===== src/rtl/mandelbrot_pkg.sv =====
// rtl/mandelbrot_pkg.sv - shared widths, frame layout constants and loader state for the mandelbrot config path
package mandelbrot_pkg;

    localparam int DEF_BITWIDTH = 11;
    localparam int DEF_CTRWIDTH = 7;
    localparam int DEF_SCALE_W  = 2;

    localparam int DEF_CFG_W   = DEF_SCALE_W + 2*DEF_BITWIDTH + DEF_CTRWIDTH;
    localparam int DEF_FRAME_W = DEF_CFG_W + 1;

    // Field LSB positions inside the CFG_W-bit config word (parity bit excluded)
    localparam int DEF_MAX_CTR_LSB = 0;
    localparam int DEF_CR_LSB      = DEF_CTRWIDTH;
    localparam int DEF_CI_LSB      = DEF_CTRWIDTH + DEF_BITWIDTH;
    localparam int DEF_SCALE_LSB   = DEF_CTRWIDTH + 2*DEF_BITWIDTH;

    localparam logic [DEF_CTRWIDTH-1:0] DEF_MAX_CTR_RST = '1;

    typedef enum logic {
        ST_IDLE,
        ST_PENDING
    } loader_state_t;

endpackage


===== src/rtl/mandelbrot_config_loader.sv =====
// rtl/mandelbrot_config_loader.sv - serial config shift chain with length/parity validation and idle-gated apply
module mandelbrot_config_loader
    import mandelbrot_pkg::*;
#(
    parameter int BITWIDTH = DEF_BITWIDTH,
    parameter int CTRWIDTH = DEF_CTRWIDTH,
    parameter int SCALE_W  = DEF_SCALE_W
) (
    input  logic                clk,
    input  logic                reset,
    input  logic                shift_en,
    input  logic                shift_in,
    input  logic                capture,
    input  logic                commit,
    input  logic                core_busy,
    output logic                shift_out,
    output logic [SCALE_W-1:0]  cfg_scaling,
    output logic [BITWIDTH-1:0] cfg_ci_offset,
    output logic [BITWIDTH-1:0] cfg_cr_offset,
    output logic [CTRWIDTH-1:0] cfg_max_ctr,
    output logic                cfg_valid,
    output logic                cfg_pending,
    output logic                err_length,
    output logic                err_parity
);

    localparam int CFG_W     = SCALE_W + 2*BITWIDTH + CTRWIDTH;
    localparam int FRAME_W   = CFG_W + 1;
    localparam int CNT_W     = $clog2(FRAME_W + 2);
    localparam int CR_LSB    = CTRWIDTH;
    localparam int CI_LSB    = CTRWIDTH + BITWIDTH;
    localparam int SCALE_LSB = CTRWIDTH + 2*BITWIDTH;

    localparam logic [CNT_W-1:0] FRAME_CNT = CNT_W'(FRAME_W);
    localparam logic [CNT_W-1:0] OVER_CNT  = CNT_W'(FRAME_W + 1);

    logic [CFG_W:0]     sr;
    logic [CNT_W-1:0]   bit_cnt;
    logic [CFG_W-1:0]   staging;
    loader_state_t      state;

    logic [CFG_W-1:0]   active;
    logic               len_bad;
    logic               par_bad;
    logic               frame_ok;

    assign active   = {cfg_scaling, cfg_ci_offset, cfg_cr_offset, cfg_max_ctr};
    assign len_bad  = (bit_cnt != FRAME_CNT);
    assign par_bad  = ^sr;
    assign frame_ok = !len_bad && !par_bad;

    assign shift_out   = sr[CFG_W];
    assign cfg_pending = (state == ST_PENDING);

    always_ff @(posedge clk) begin
        if (reset) begin
            sr            <= '0;
            bit_cnt       <= '0;
            staging       <= '0;
            state         <= ST_IDLE;
            cfg_scaling   <= '0;
            cfg_ci_offset <= '0;
            cfg_cr_offset <= '0;
            cfg_max_ctr   <= '1;
            cfg_valid     <= 1'b0;
            err_length    <= 1'b0;
            err_parity    <= 1'b0;
        end else begin
            // Shift-chain side: capture beats commit beats shift
            if (capture) begin
                sr      <= {active, ^active};
                bit_cnt <= FRAME_CNT;
            end else if (commit) begin
                bit_cnt    <= '0;
                err_length <= len_bad;
                err_parity <= par_bad;
                if (frame_ok) begin
                    staging <= sr[CFG_W:1];
                end
            end else if (shift_en) begin
                sr <= {sr[CFG_W-1:0], shift_in};
                if (bit_cnt != OVER_CNT) begin
                    bit_cnt <= bit_cnt + CNT_W'(1);
                end
            end

            // A fresh valid commit defers any apply so the newest staging is the one applied
            if (!capture && commit && frame_ok) begin
                state <= ST_PENDING;
            end else if (state == ST_PENDING && !core_busy) begin
                cfg_scaling   <= staging[SCALE_LSB +: SCALE_W];
                cfg_ci_offset <= staging[CI_LSB +: BITWIDTH];
                cfg_cr_offset <= staging[CR_LSB +: BITWIDTH];
                cfg_max_ctr   <= staging[0 +: CTRWIDTH];
                cfg_valid     <= 1'b1;
                state         <= ST_IDLE;
            end
        end
    end

endmodule


===== config.mk =====
export PLATFORM = sky130hd
export DESIGN_NAME = mandelbrot_config_loader
export DESIGN_NICKNAME = d
export VERILOG_FILES = /design/src/rtl/mandelbrot_pkg.sv /design/src/rtl/mandelbrot_config_loader.sv
export SDC_FILE = /design/constraint.sdc
export NUM_CORES = 1
export LEC_CHECK = 0
export BUFFER_PORTS_ARGS = -buffer_cell sky130_fd_sc_hd__buf_2
export CORE_ASPECT_RATIO = 0.75
export CORE_MARGIN = 10
export CORE_UTILIZATION = 60
export DETAILED_ROUTE_END_ITERATION = 8
export PLACE_DENSITY = 0.8
export SLEW_MARGIN = 20
export SYNTH_ARGS = -nofsm -noshare
export SYNTH_HDL_FRONTEND = slang
export SYNTH_SLANG_ARGS = --single-unit

===== constraint.sdc =====
create_clock -name clk -period 2.1 [get_ports clk]
set_input_delay 0.315 -clock clk [delete_from_list [all_inputs] [get_ports clk]]
set_output_delay 0.315 -clock clk [all_outputs]
set_load 0.005 [all_outputs]

==> impl_metrics.yaml, run 1 <==
timing:
  final_period_minus_worst_setup_slack_ns: 2.09
  max_clock_freq_mhz: 479
  timing.clock.skew_ns: 0.00594
  worst_hold_slack_after_final_layout_ns: 0.241
  worst_slew_pin_tran_ns: 0.643
  setup_repair_after_global_routing_missed_its_margin: "yes"
  number_of_failing_setup_endpoints_in_the_final_timing_report: 0
  timing.setup.tns_ns: 0
  timing.final.hold_violations: 0
  layout_worst_path_cycle_share: 0.993
  setup_ws_ns: 0.0140
  number_of_slew_limit_violations_in_the_final_report: 0
  worst_slew_margin_rel: 0.568
run:
  drv_cap: 0
cells_and_area:
  area.growth.synth_to_final_pct: 19.7
  finish.instance_area_um2: 6420
  finish.net_count: 682
  post_route_cells_drive_above_1_share: 0.238
  seqCellArea_um2: 2110
  final_core_util: 0.747
  antenna_cells: 0
  fillerInstances: 571
  multiInputGateArea_um2: 3250
  layoutNonFillerInstCount: 785
critical_path:
  cpMostUsedCell: "xnor2_2"
  critical-path-top-delay-family: "XOR/XNOR gates"
  setup.worst_path.end_class: "register"
  worstPathRequired_ns: 2.34
  timing.critical_path.fanout_max: 6
  slowest_delay_ns: 0.41
  path_buf_inv: 1
  critical_path.cell_chain: "xnor2_2, xnor2_2, xnor2_2, xnor2_2, xnor2_4, and2_4, clkbuf_16, o21ai_1"
  worst_setup_path_start_kind: "register"
  criticalPathCategory: "reg -> reg"
  crit_slowest_cell: "dfxtp_1"
  worst-endpoint-arrival_ns: 2.33
pwr:
  power_density_nw_per_um2: 1060
  share_comb_of_total_power: 0.452
  sw_frac_of_total: 0.418
  power_leakage_nw: 2.56
  vdd_drop_max_mv: 0.939
  power.internal_mw: 3.97
  seq_power_share: 0.320
  netSwitchingPower_mw: 2.85
  totalPowerFinal_mw: 6.82
  clockPowerShare: 0.228
synth:
  synthFlopType: "dfxtp_1"
  synth.net_count: 640
  synth.lib_cells_used.distinct: 32
  synthCells: 630
  synthesis.yosys.warnings: 0
  cell_with_the_most_instances_after_synthesis: "dfxtp_1"
  synth.yosys.seq_area_share: 0.388
  ys_top_cells_by_area: "dfxtp_1, xnor2_1, mux2i_1"
  synth_top_area_share: 0.388
  post_synth.cell_area_avg_um2: 8.51
  syn-cell-area_um2: 5360
  yosysTopAreaCell: "dfxtp_1"
  synth_cell_count_leaders: "dfxtp_1, nor2_1, xnor2_1"
  synthArstFlopShare: 0
  ys_ff_latch: 104
  number_of_enable_type_register_cells_in_the_synthesized_netlist: 0
detailed_routing:
  detail_route.wl_per_cell_um: 19.3
  detail-route-antenna-nets: 0
  detailroute.via_count: 4978
  drt-initial-drc-count: 585
  remaining_drcs: 0
  detail_route.vias_per_cell: 6.34
  detail_route.wirelength_mm: 15.2
  detailedRoute.firstPassIterationCount: 5
placed_design:
  hpwl_mm: 9.51
  place_ws_ns: -0.0423
  gp_congestion: 0.831
  numPlacedInstances: 765
  placement.cell_area_um2: 5830
  placement.io_buffers: 42
global_route:
  initial_antenna_violation_count: 0
  grt_max_degree: 63
  grt_first_pass_wirelength_mm: 22.8
  grt_remaining_overflow: 0
  gr-usage-all-layers: 0.213
  grt_pass1_vias: 4501
clock_network:
  cts.sink_count: 104
  path_clk_slew_ns: 0.07
  clock_latency_ns: 0.35
  cts_tree: "yes"
  clock_path_buffers: 2
  clockRootBuffer: "clkbuf_16"
  h-tree-depth: 3
  tritoncts.num_buffers: 9
die:
  placement_rows: 29
  die_height_um: 102
  die_area_um2: 13200
  i_o_pins: 43
  initial_standard_cell_utilization_of_the_core: 0.624
  core_area_um2: 8600
  chipWidth_um: 129
hold_path:
  min-delay-path-class: "in -> reg"
run_status:
  status: "finished, final reports clean"
per-layer routing:
metal | up-vias | part of all wire | global-route usage
li1 | 2318 | - | -
met1 | 2407 | 0.43 | 0.279
met2 | 227 | 0.47 | 0.335
met3 | 26 | 0.077 | 0.0543
met4 | 0 | 0.019 | 0.0724
met5 | - | 0 | 0
placed cells by master, fill, tap and decap left out, drive strengths merged, types with 26 or more instances in the layout:
cell	count
nand4b	31
nand2	28
nor2	74
a211oi	39
and3	26
xnor2	54
dfxtp	104
a21oi	34
nand2b	34
o21ai	31
mux2i	32
buf	86
flip-flops by register name, summed over array words and instances, names as in the netlist:
signal	flops
err_parity	1
cfg_scaling	2
bit_cnt	6
err_length	1
cfg_max_ctr	7
sr	32
staging	31
cfg_valid	1
cfg_pending	1
cfg_cr_offset	11
cfg_ci_offset	11
repair_timing:
action / in CTS / in global routing
setup endpoints to repair: 31 / 60
pin swaps: 0 / 29
cloned: 0 / 3
gates resized for setup: 3 / 82
setup buffers: 0 / 1
hold buffers: 0 / 0
power by group through the flow:
stage,Clock (mW),Sequential (mW),Combinational [mW]
global placement,0,2.20,2.48
detailed placement,0,2.21,2.57
CTS,1.56,2.17,2.64
finish,1.56,2.18,3.08
floorplan,0,2.20,1.88
global route,1.64,2.19,3.25
worst register-to-register path: cells and delay by family (launching register included):
| kind | cells | cell delay [ns] |
|---|---|---|
| and+or+nand+nor | 1 | 0.30 |
| AOI/OAI and AO/OA | 1 | 0.08 |
| xor gates and xnor gates | 5 | 1.00 |
| buffers and inverters | 1 | 0.19 |
| DFF | 1 | 0.41 |
cells by family (layout without fill, tap and decap cells):
kind of cell	after synthesis	count (layout)	synth area share
flops	104	104	0.388
compound gates	130	130	0.157
simple gates	235	235	0.234
mux	32	32	0.0597
xor+xnor	66	66	0.109
buf+inv	60	107	0.0453
fa+ha+maj	3	3	0.00700
worst paths after layout:
check                                  from     endpoint  slack (ns)  cells past startpoint
worst max-delay path                 sr[24]  staging[20]        0.01                      8
worst min-delay path              core_busy  cfg_pending        0.24                      3
worst max register to register       sr[24]  staging[20]        0.01                      8
worst min register to register  staging[17]  staging[17]        0.48                      2
cell type report:
| cell class | instances | share of cell area |
|---|---|---|
| Multi-Input combinational cell | 466 | 0.507 |
| Sequential cell | 104 | 0.329 |
| Timing Repair Buffer | 88 | 0.101 |
| Clock buffer | 12 | 0.0384 |
| Tap cell | 108 | 0.0210 |
| Clock inverter | 4 | 0.00312 |
| Inverter | 3 | 0.00175 |
(Power assumes the default switching activity.)
==> run 2, diff against run 1 <==
Settings changed: CORE_UTILIZATION 60 to 62, CTS_BUF_LIST set to sky130_fd_sc_hd__clkbuf_8, PLACE_DENSITY 0.8 to 0.82.
==> run 2 against run 1 <==
  * Combinational power increased by 13%
  * Worst hold slack got worse by 0.040 ns
  * Clock power decreased by 10%
  * Sequential power about the same
  * Critical path depth increased by 1
  * Register-to-register slack improved by 0.08 ns
  * Maximum frequency increased by 3.8%
  * Critical endpoint is now cfg_max_ctr[3]
  * Largest cell class unchanged
==> impl_metrics.yaml, run 2 (synthesis results as in run 1) <==
run_status:
  status: "finished, final reports clean"
cells_and_area:
  finish.instance_area_um2: 6220
  antenna_cells: 0
  fillerInstances: 617
  layout_commonest_cell: "dfxtp_1"
  layout.cells.most_common_list: "dfxtp_1, nor2_1, xnor2_1, buf_2, buf_4"
  largest_register_ff_count: 32
  multiInputGateArea_um2: 3130
  post_route_cells_drive_above_1_share: 0.188
  seqCellArea_um2: 2100
  area.growth.synth_to_final_pct: 16.0
  final_core_util: 0.736
  top_regs: "sr: 32 flops, staging: 31 flops"
  most_flops_register: "sr"
  finish.net_count: 683
timing:
  final_period_minus_worst_setup_slack_ns: 2.01
  number_of_slew_limit_violations_in_the_final_report: 0
  timing.final.hold_violations: 0
  worst_slew_pin_tran_ns: 0.612
  number_of_failing_setup_endpoints_in_the_final_timing_report: 0
  worst_slew_margin_rel: 0.588
  timing.clock.skew_ns: 0.0138
  setup_ws_ns: 0.0896
  timing.setup.tns_ns: 0
  layout_worst_path_cycle_share: 0.957
  max_clock_freq_mhz: 497
critical_path:
  setup.worst_path.end_class: "register"
  timing.critical_path.fanout_max: 13
  worst_setup_path_start_kind: "register"
  criticalPathCategory: "reg -> reg"
  worstPathRequired_ns: 2.40
  worst-endpoint-arrival_ns: 2.31
pwr:
  seq_power_share: 0.308
  netSwitchingPower_mw: 2.85
  clockPowerShare: 0.199
  power_density_nw_per_um2: 1130
  vdd_drop_max_mv: 1.05
  power_leakage_nw: 2.46
  share_comb_of_total_power: 0.493
  power.internal_mw: 4.20
  sw_frac_of_total: 0.404
die:
  initial_standard_cell_utilization_of_the_core: 0.634
  core_area_um2: 8450
  die_height_um: 101
  placement_rows: 29
  die_area_um2: 12800
  chipWidth_um: 127
  i_o_pins: 43
detailed_routing:
  detail_route.wl_per_cell_um: 17.9
  drt-initial-drc-count: 561
  detail_route.wirelength_mm: 14.1
  detailroute.via_count: 4891
  detail_route.vias_per_cell: 6.23
  remaining_drcs: 0
  detail-route-antenna-nets: 0
  detailedRoute.firstPassIterationCount: 5
global_route:
  gr-usage-all-layers: 0.215
  grt_max_degree: 63
  initial_antenna_violation_count: 0
  grt_first_pass_wirelength_mm: 22.9
  grt_pass1_vias: 4578
  grt_remaining_overflow: 0
clock_network:
  holdBufCountCts: 0
  tritoncts.num_buffers: 9
  clock_path_buffers: 2
  cts_tree: "yes"
  clockRootBuffer: "clkbuf_8"
  h-tree-depth: 3
  clock_latency_ns: 0.38
  path_clk_slew_ns: 0.10
  cts.sink_count: 104
placed_design:
  hpwl_mm: 9.03
  placement.io_buffers: 42
  place_ws_ns: -0.0451
  gp_congestion: 0.819
  placement.cell_area_um2: 5830
run:
  drv_cap: 0
hold_path:
  min-delay-path-class: "in -> reg"
## run 2: cell count changes in the layout (fill, tap and decap cells not counted), moves of 8 or more
cell       previous run  this run
dfxtp_2              16         8
o21ai_2              21         0
dfxtp_1              86        95
clkbuf_8              1        10
clkbuf_16            11         0
o21ai_0               0        21
## run 2: stage by stage
step | std cells | hold slack, ns | power (mW)
finish | 785 | 0.200 | 7.05
detailed placement | 765 | 0.459 | 4.82
floorplan | 630 | 0.451 | 4.08
CTS | 781 | 0.187 | 6.32
global route | 785 | 0.200 | 7.36
global placement | 765 | 0.462 | 4.71
## run 2: final timing paths
path / startpoint / end / slack [ns] / cells after the start
setup reg to reg: sr[14] / cfg_max_ctr[3] / 0.09 / 9
hold / removal: core_busy / cfg_pending / 0.20 / 3
hold reg to reg: cfg_valid / cfg_valid / 0.48 / 2
setup / recovery: sr[14] / cfg_max_ctr[3] / 0.09 / 9
## run 2: final cells by class
class | instances | share of cell area
Multi-Input combinational cell | 466 | 0.503
Tap cell | 108 | 0.0217
Timing Repair Buffer | 89 | 0.101
Sequential cell | 104 | 0.337
Clock buffer | 10 | 0.0221
Clock inverter | 5 | 0.0131
Inverter | 3 | 0.00181
## run 2: what timing repair did
item	in CTS	in global routing
buffers inserted	1	4
endpoints found under the setup margin	55	61
resized for setup	3	28
cloned	0	0
pin swaps	4	14
## run 2: layer usage
metal	GRT usage	up-vias	share of wire
met4	0.0655	0	0.0082
met3	0.0484	18	0.073
li1	-	2331	-
met1	0.288	2349	0.45
met2	0.335	193	0.47
met5	0	-	0
## run 2: worst max-delay path, cell delays in order (launching register included)
cell and delay (ns):
dfxtp_1 0.35, xnor2_1 0.22, xnor2_1 0.19, xnor2_1 0.15, xnor2_2 0.27, xnor2_4 0.17, buf_6 0.14, buf_6 0.15
nor3_1 0.06, a211oi_1 0.22
## run 2: power by group through the flow
stage,combinational [mW],sequential [mW],clock (mW)
after detailed placement,2.61,2.21,0
final,3.48,2.17,1.40
after global routing,3.70,2.18,1.48
after global placement,2.51,2.20,0
after floorplan,1.88,2.20,0
after CTS,2.75,2.16,1.41
